===== src/rtl/ex_pkg.sv =====
// Shared definitions for the execute stage, forwarding unit and decoder:
// ALU op codes, forwarding select codes and default datapath widths.
package ex_pkg;

    localparam int unsigned DEF_DATA_W = 8;
    localparam int unsigned DEF_REG_AW = 3;

    typedef enum logic [2:0] {
        AluAdd  = 3'b000,
        AluSub  = 3'b001,
        AluAnd  = 3'b010,
        AluOr   = 3'b011,
        AluXor  = 3'b100,
        AluShl  = 3'b101,
        AluShr  = 3'b110,
        AluPass = 3'b111
    } alu_op_e;

    localparam logic [1:0] FWD_REG   = 2'b00;
    localparam logic [1:0] FWD_EXMEM = 2'b01;
    localparam logic [1:0] FWD_MEMWB = 2'b10;

    function automatic logic op_sets_carry(input logic [2:0] op);
        return (op == AluAdd) || (op == AluSub);
    endfunction

endpackage


===== src/rtl/ex_alu.sv =====
// Combinational ALU for the execute stage. ADD/SUB run one bit wider so the
// top bit is the carry (for SUB: 1 means no borrow, i.e. a >= b unsigned).
module ex_alu
    import ex_pkg::*;
#(
    parameter int unsigned WIDTH = DEF_DATA_W
) (
    input  logic [WIDTH-1:0] a,
    input  logic [WIDTH-1:0] b,
    input  logic [2:0]       op,
    output logic [WIDTH-1:0] result,
    output logic             carry
);

    logic [WIDTH:0] wide;

    always_comb begin
        wide   = '0;
        result = '0;
        carry  = 1'b0;
        unique case (alu_op_e'(op))
            AluAdd: begin
                wide   = {1'b0, a} + {1'b0, b};
                result = wide[WIDTH-1:0];
                carry  = wide[WIDTH];
            end
            AluSub: begin
                // Two's-complement subtract so the top bit reads as "no borrow".
                wide   = {1'b0, a} + {1'b0, ~b} + {{WIDTH{1'b0}}, 1'b1};
                result = wide[WIDTH-1:0];
                carry  = wide[WIDTH];
            end
            AluAnd:  result = a & b;
            AluOr:   result = a | b;
            AluXor:  result = a ^ b;
            AluShl:  result = a << b[2:0];
            AluShr:  result = a >> b[2:0];
            AluPass: result = b;
            default: result = '0;
        endcase
    end

endmodule


===== src/rtl/ex_stage.sv =====
// Execute stage: forwarding muxes, immediate mux, ALU and the EX/MEM pipeline
// register with status flags. Stall, flush or an invalid slot inserts a bubble.
module ex_stage
    import ex_pkg::*;
#(
    parameter int unsigned DATA_W = DEF_DATA_W,
    parameter int unsigned REG_AW = DEF_REG_AW
) (
    input  logic              clk,
    input  logic              rst_n,
    input  logic [DATA_W-1:0] idExR1Data,
    input  logic [DATA_W-1:0] idExR2Data,
    input  logic [DATA_W-1:0] idExImm,
    input  logic              idExAluSrcB,
    input  logic [2:0]        idExAluOp,
    input  logic [REG_AW-1:0] idExDest,
    input  logic              idExRegWrite,
    input  logic              idExMemWrite,
    input  logic              idExRegWriteDataSel,
    input  logic              idExValid,
    input  logic [1:0]        aluInputAForwardingSel,
    input  logic [1:0]        aluInputBForwardingSel,
    input  logic [DATA_W-1:0] memWbWriteData,
    input  logic              stall,
    input  logic              flush,
    output logic [DATA_W-1:0] exMemAluResult,
    output logic [DATA_W-1:0] exMemStoreData,
    output logic [REG_AW-1:0] exMemDest,
    output logic              exMemRegWrite,
    output logic              exMemMemWrite,
    output logic              exMemRegWriteDataSel,
    output logic              exMemValid,
    output logic              carryFlag,
    output logic              zeroFlag
);

    logic [DATA_W-1:0] fwd_a;
    logic [DATA_W-1:0] fwd_b;
    logic [DATA_W-1:0] alu_b;
    logic [DATA_W-1:0] alu_result;
    logic              alu_carry;
    logic              bubble;

    logic [DATA_W-1:0] result_q;
    logic [DATA_W-1:0] store_q;
    logic [REG_AW-1:0] dest_q;
    logic              reg_write_q;
    logic              mem_write_q;
    logic              data_sel_q;
    logic              valid_q;
    logic              carry_q;
    logic              zero_q;

    // The EX/MEM path is taken straight from the output register: no bypass stage.
    always_comb begin
        fwd_a = idExR1Data;
        unique case (aluInputAForwardingSel)
            FWD_EXMEM: fwd_a = result_q;
            FWD_MEMWB: fwd_a = memWbWriteData;
            default:   fwd_a = idExR1Data;
        endcase
    end

    always_comb begin
        fwd_b = idExR2Data;
        unique case (aluInputBForwardingSel)
            FWD_EXMEM: fwd_b = result_q;
            FWD_MEMWB: fwd_b = memWbWriteData;
            default:   fwd_b = idExR2Data;
        endcase
    end

    assign alu_b  = idExAluSrcB ? idExImm : fwd_b;
    assign bubble = flush || stall || !idExValid;

    ex_alu #(
        .WIDTH(DATA_W)
    ) u_alu (
        .a     (fwd_a),
        .b     (alu_b),
        .op    (idExAluOp),
        .result(alu_result),
        .carry (alu_carry)
    );

    always_ff @(posedge clk) begin
        if (!rst_n) begin
            result_q    <= '0;
            store_q     <= '0;
            dest_q      <= '0;
            reg_write_q <= 1'b0;
            mem_write_q <= 1'b0;
            data_sel_q  <= 1'b1;
            valid_q     <= 1'b0;
            carry_q     <= 1'b0;
            zero_q      <= 1'b0;
        end else if (bubble) begin
            // Data, dest and flags hold; the stale result is never forwarded since regWrite=0.
            reg_write_q <= 1'b0;
            mem_write_q <= 1'b0;
            data_sel_q  <= 1'b1;
            valid_q     <= 1'b0;
        end else begin
            result_q    <= alu_result;
            store_q     <= fwd_b;
            dest_q      <= idExDest;
            reg_write_q <= idExRegWrite;
            mem_write_q <= idExMemWrite;
            data_sel_q  <= idExRegWriteDataSel;
            valid_q     <= 1'b1;
            zero_q      <= (alu_result == '0);
            if (op_sets_carry(idExAluOp)) begin
                carry_q <= alu_carry;
            end
        end
    end

    assign exMemAluResult       = result_q;
    assign exMemStoreData       = store_q;
    assign exMemDest            = dest_q;
    assign exMemRegWrite        = reg_write_q;
    assign exMemMemWrite        = mem_write_q;
    assign exMemRegWriteDataSel = data_sel_q;
    assign exMemValid           = valid_q;
    assign carryFlag            = carry_q;
    assign zeroFlag             = zero_q;

endmodule


===== config.mk =====
export PLATFORM = sky130hd
export DESIGN_NAME = ex_stage
export DESIGN_NICKNAME = d
export VERILOG_FILES = /design/src/rtl/ex_pkg.sv /design/src/rtl/ex_alu.sv /design/src/rtl/ex_stage.sv
export SDC_FILE = /design/constraint.sdc
export NUM_CORES = 1
export LEC_CHECK = 0
export ABC_CLOCK_PERIOD_IN_PS = 9800
export BUFFER_PORTS_ARGS = -buffer_cell sky130_fd_sc_hd__buf_2
export CELL_PAD_IN_SITES_DETAIL_PLACEMENT = 1
export CELL_PAD_IN_SITES_GLOBAL_PLACEMENT = 1
export CORE_ASPECT_RATIO = 1.25
export CORE_MARGIN = 5
export CORE_UTILIZATION = 30
export DETAILED_ROUTE_END_ITERATION = 12
export PLACE_DENSITY_LB_ADDON = 0.15
export SKIP_CTS_REPAIR_TIMING = 1
export SLEW_MARGIN = 10
export SYNTH_ARGS = -nofsm -noshare
export SYNTH_HDL_FRONTEND = slang
export SYNTH_SLANG_ARGS = --single-unit

===== constraint.sdc =====
create_clock -name clk -period 9.8 [get_ports clk]
set_input_delay 1.47 -clock clk [delete_from_list [all_inputs] [get_ports clk]]
set_output_delay 1.47 -clock clk [all_outputs]
set_load 0.005 [all_outputs]

==> metrics.cfg <==
[yosys]
synth-xor-area-share_pct = 1.14
synth_commonest_cells = nor2_1 (43), nand2_1 (35), ha_1 (29)
yosysWarningCount = 0
ys_types = 63
synthesis.area_um2 = 3070
postSynth.asyncResetShare_pct = 0
synth_cells = 424
synthTopCellsByArea = dfxtp_1 (16%), ha_1 (12%), nor2_1 (5.3%)
synthAdderAreaFrac_pct = 13.1
post-synth-top-count-cell = nor2_1
synthFlopType = dfxtp_1
synth_area_leader_cell = dfxtp_1
synthMuxAreaShare_pct = 5.34
synth_top_family_by_area = compound AO/OA/AOI/OAI gates
synth_top_area_share_pct = 16.3
avgSynthCellArea_um2 = 7.23
synth_nets = 506
synth_edf_count = 0
synth-compound-area-share_pct = 33.0
synth-simple-area-share_pct = 21.5
synth.yosys.seq_area_share_pct = 16.3
synth-seq-cells = 25

[cts]
cts_max_level = 1
cts.sinks = 25
cts_tree = yes
ctsRootBufferMaster = clkbuf_16
clk_pin_slew_ns = 0.07
clk_latency_ns = 0.27
clockBufferDepth = 2
cts-buffers-inserted = 3

[pwr]
power_mw = 0.429
peakVddDrop_mv = 0.134
power_leakage_nw = 1.60
power.density_nw_per_um2 = 121

[floorplanning]
rows = 41
initial_core_util_pct = 30.5
dieArea_um2 = 12400
die_h_um = 123
die_x_um = 100
core_um2 = 10100
pin_count = 76

[placement]
port_buffers = 75
hpwl_um = 9750
routabilityCongestion = 0.866

[critical_path]
endpoint_kind = flop
crit_type = primary input to flop
critPathBufInv = 4
critPathRequiredTime_ns = 9.97
cpLargestDelayFamily = compound AO/OA/AOI/OAI gates
crit_fanout = 13
cp-start-kind = primary input
cp_slowest_cell = o31a_1
cpPeakStageDelay_ns = 0.51
worstPathCellList = buf_2 -> inv_1 -> ha_1 -> nor2b_1 -> o31a_1 -> inv_6 -> ha_1 -> inv_1 -> fa_1 -> a21o_1 -> a211oi_1 -> nor3_1 -> o21ai_0 -> o2111ai_1 -> o31ai_1 -> o21ai_1 -> and2_1
worstPathArrival_ns = 5.15

[detailed_routing]
firstDrtPassIters = 4
vias = 3342
routed_wl_um = 12100
antenna_left = 0
wl_per_cell_um = 20.0
drc = 0
drtIter0Drc = 138
routed_via_density = 5.52

[layout]
regArea_um2 = 500
n_fill_cell = 1324
fin_nets = 559
final_layout_size_suffix_gt1_share_pct = 19.5
multi_input_area_um2 = 2270
area_growth_pct = 15.6
antennaDiodeCount = 0

[sta]
hold_viol = 0
period_share_pct = 50.9
report.final.slew_viol_count = 0
hold_ws_ns = 0.456
slew_headroom_pct = 53.4
layout_min_cycle_time_ns = 4.99
finClkSkew_ns = 0.00410
finalSetupTns_ns = 0
fmax_ghz = 0.201
rsz0062_at_grt = false
worstMarginPinSlew_ns = 0.699
setup_viol = 0

[global_route]
grt_pass1_wl_um = 19200
grtUsageTotal_pct = 19.7
antenna_found_initial = 0
gr-total-overflow = 0
grt_max_degree = 39
grt_pass1_vias = 3535

[status]
status = finished clean

[flow_run]
maxCapViolations = 0

[worst_hold_path]
hp-class = flop to flop

-- power breakdown --
part	internal (mW)	switching (mW)
combinational	0.0849	0.139
clock	0.0556	0.0403
sequential	0.105	0.00338
-- kinds of logic (layout without fill, tap and decap cells) --
family,count (synthesis),count (layout)
AO/OA/AOI/OAI,147,147
AND/OR/NAND/NOR,138,138
buffers and inverters,63,115
adder cells (fa/ha/maj),31,31
flip-flops,25,25
multiplexers,16,16
XOR/XNOR,4,4
-- placed cells by master (no fill, tap or decap), drive strengths merged, types with 4 or more instances in the layout --
cell    instances
nor2b           9
buf            78
o22ai          11
nand2b         12
inv            31
dfxtp          25
o21a            5
a221oi          7
nand3           8
a21oi          28
nor3           11
a221o          14
nor2           43
o21ai          37
mux2i          16
nand4           4
a31oi           6
ha             29
nand2          35
a211oi          5
-- path summary, 6_finish.rpt --
| kind | startpoint | endpoint | slack, ns | cells after the start |
|---|---|---|---|---|
| setup / recovery | aluInputBForwardingSel[0] | exMemAluResult[6] | 4.81 | 17 |
| hold / removal | exMemDest[1] | exMemDest[1] | 0.46 | 2 |
| setup reg to reg | exMemAluResult[0] | exMemAluResult[6] | 6.30 | 13 |
| hold reg to reg | exMemDest[1] | exMemDest[1] | 0.46 | 2 |
-- per-layer routing --
layer  share of wire [%]  track usage [%]  vias to the layer above
met5                   0                0                        -
met4                 3.7             7.08                        0
met3                 3.8             2.20                       24
met2                  51             35.4                       88
met1                  42             24.0                     1593
li1                    -                -                     1637
-- final cells by class --
type	instances	area share, %
multi-input cells	336	64.1
clock inverters	1	0.212
flip-flops and latches	25	14.1
repair buffers	78	11.2
clock buffers	3	2.12
inverters	33	3.63
well taps	129	4.55
-- metrics by stage --
stage / std cells / cell area (µm²) / utilization [%] / setup WS (ns)
after floorplan: 424 / 3070 / - / 5.35
after global placement: 601 / 3460 / 34.4 / 4.65
after detailed placement: 601 / 3460 / 34.4 / 4.52
after CTS: 605 / 3550 / 35.3 / 4.81
after global routing: 605 / 3550 / 35.3 / 4.52
final: 605 / 3550 / 35.3 / 4.81
-- worst min-delay path: stages, from the launching register on --
cell	delay, ns
dfxtp_1	0.31
nand2_1	0.05
a21oi_1	0.05
-- state kept, by name (all words and copies together), names as in the netlist --
register and flops:
exMemRegWrite 1, carryFlag 1, exMemValid 1, exMemRegWriteDataSel 1, exMemDest 3, exMemMemWrite 1
exMemStoreData 8, zeroFlag 1, exMemAluResult 8
No activity file was read; power rests on OpenSTA's default activity.
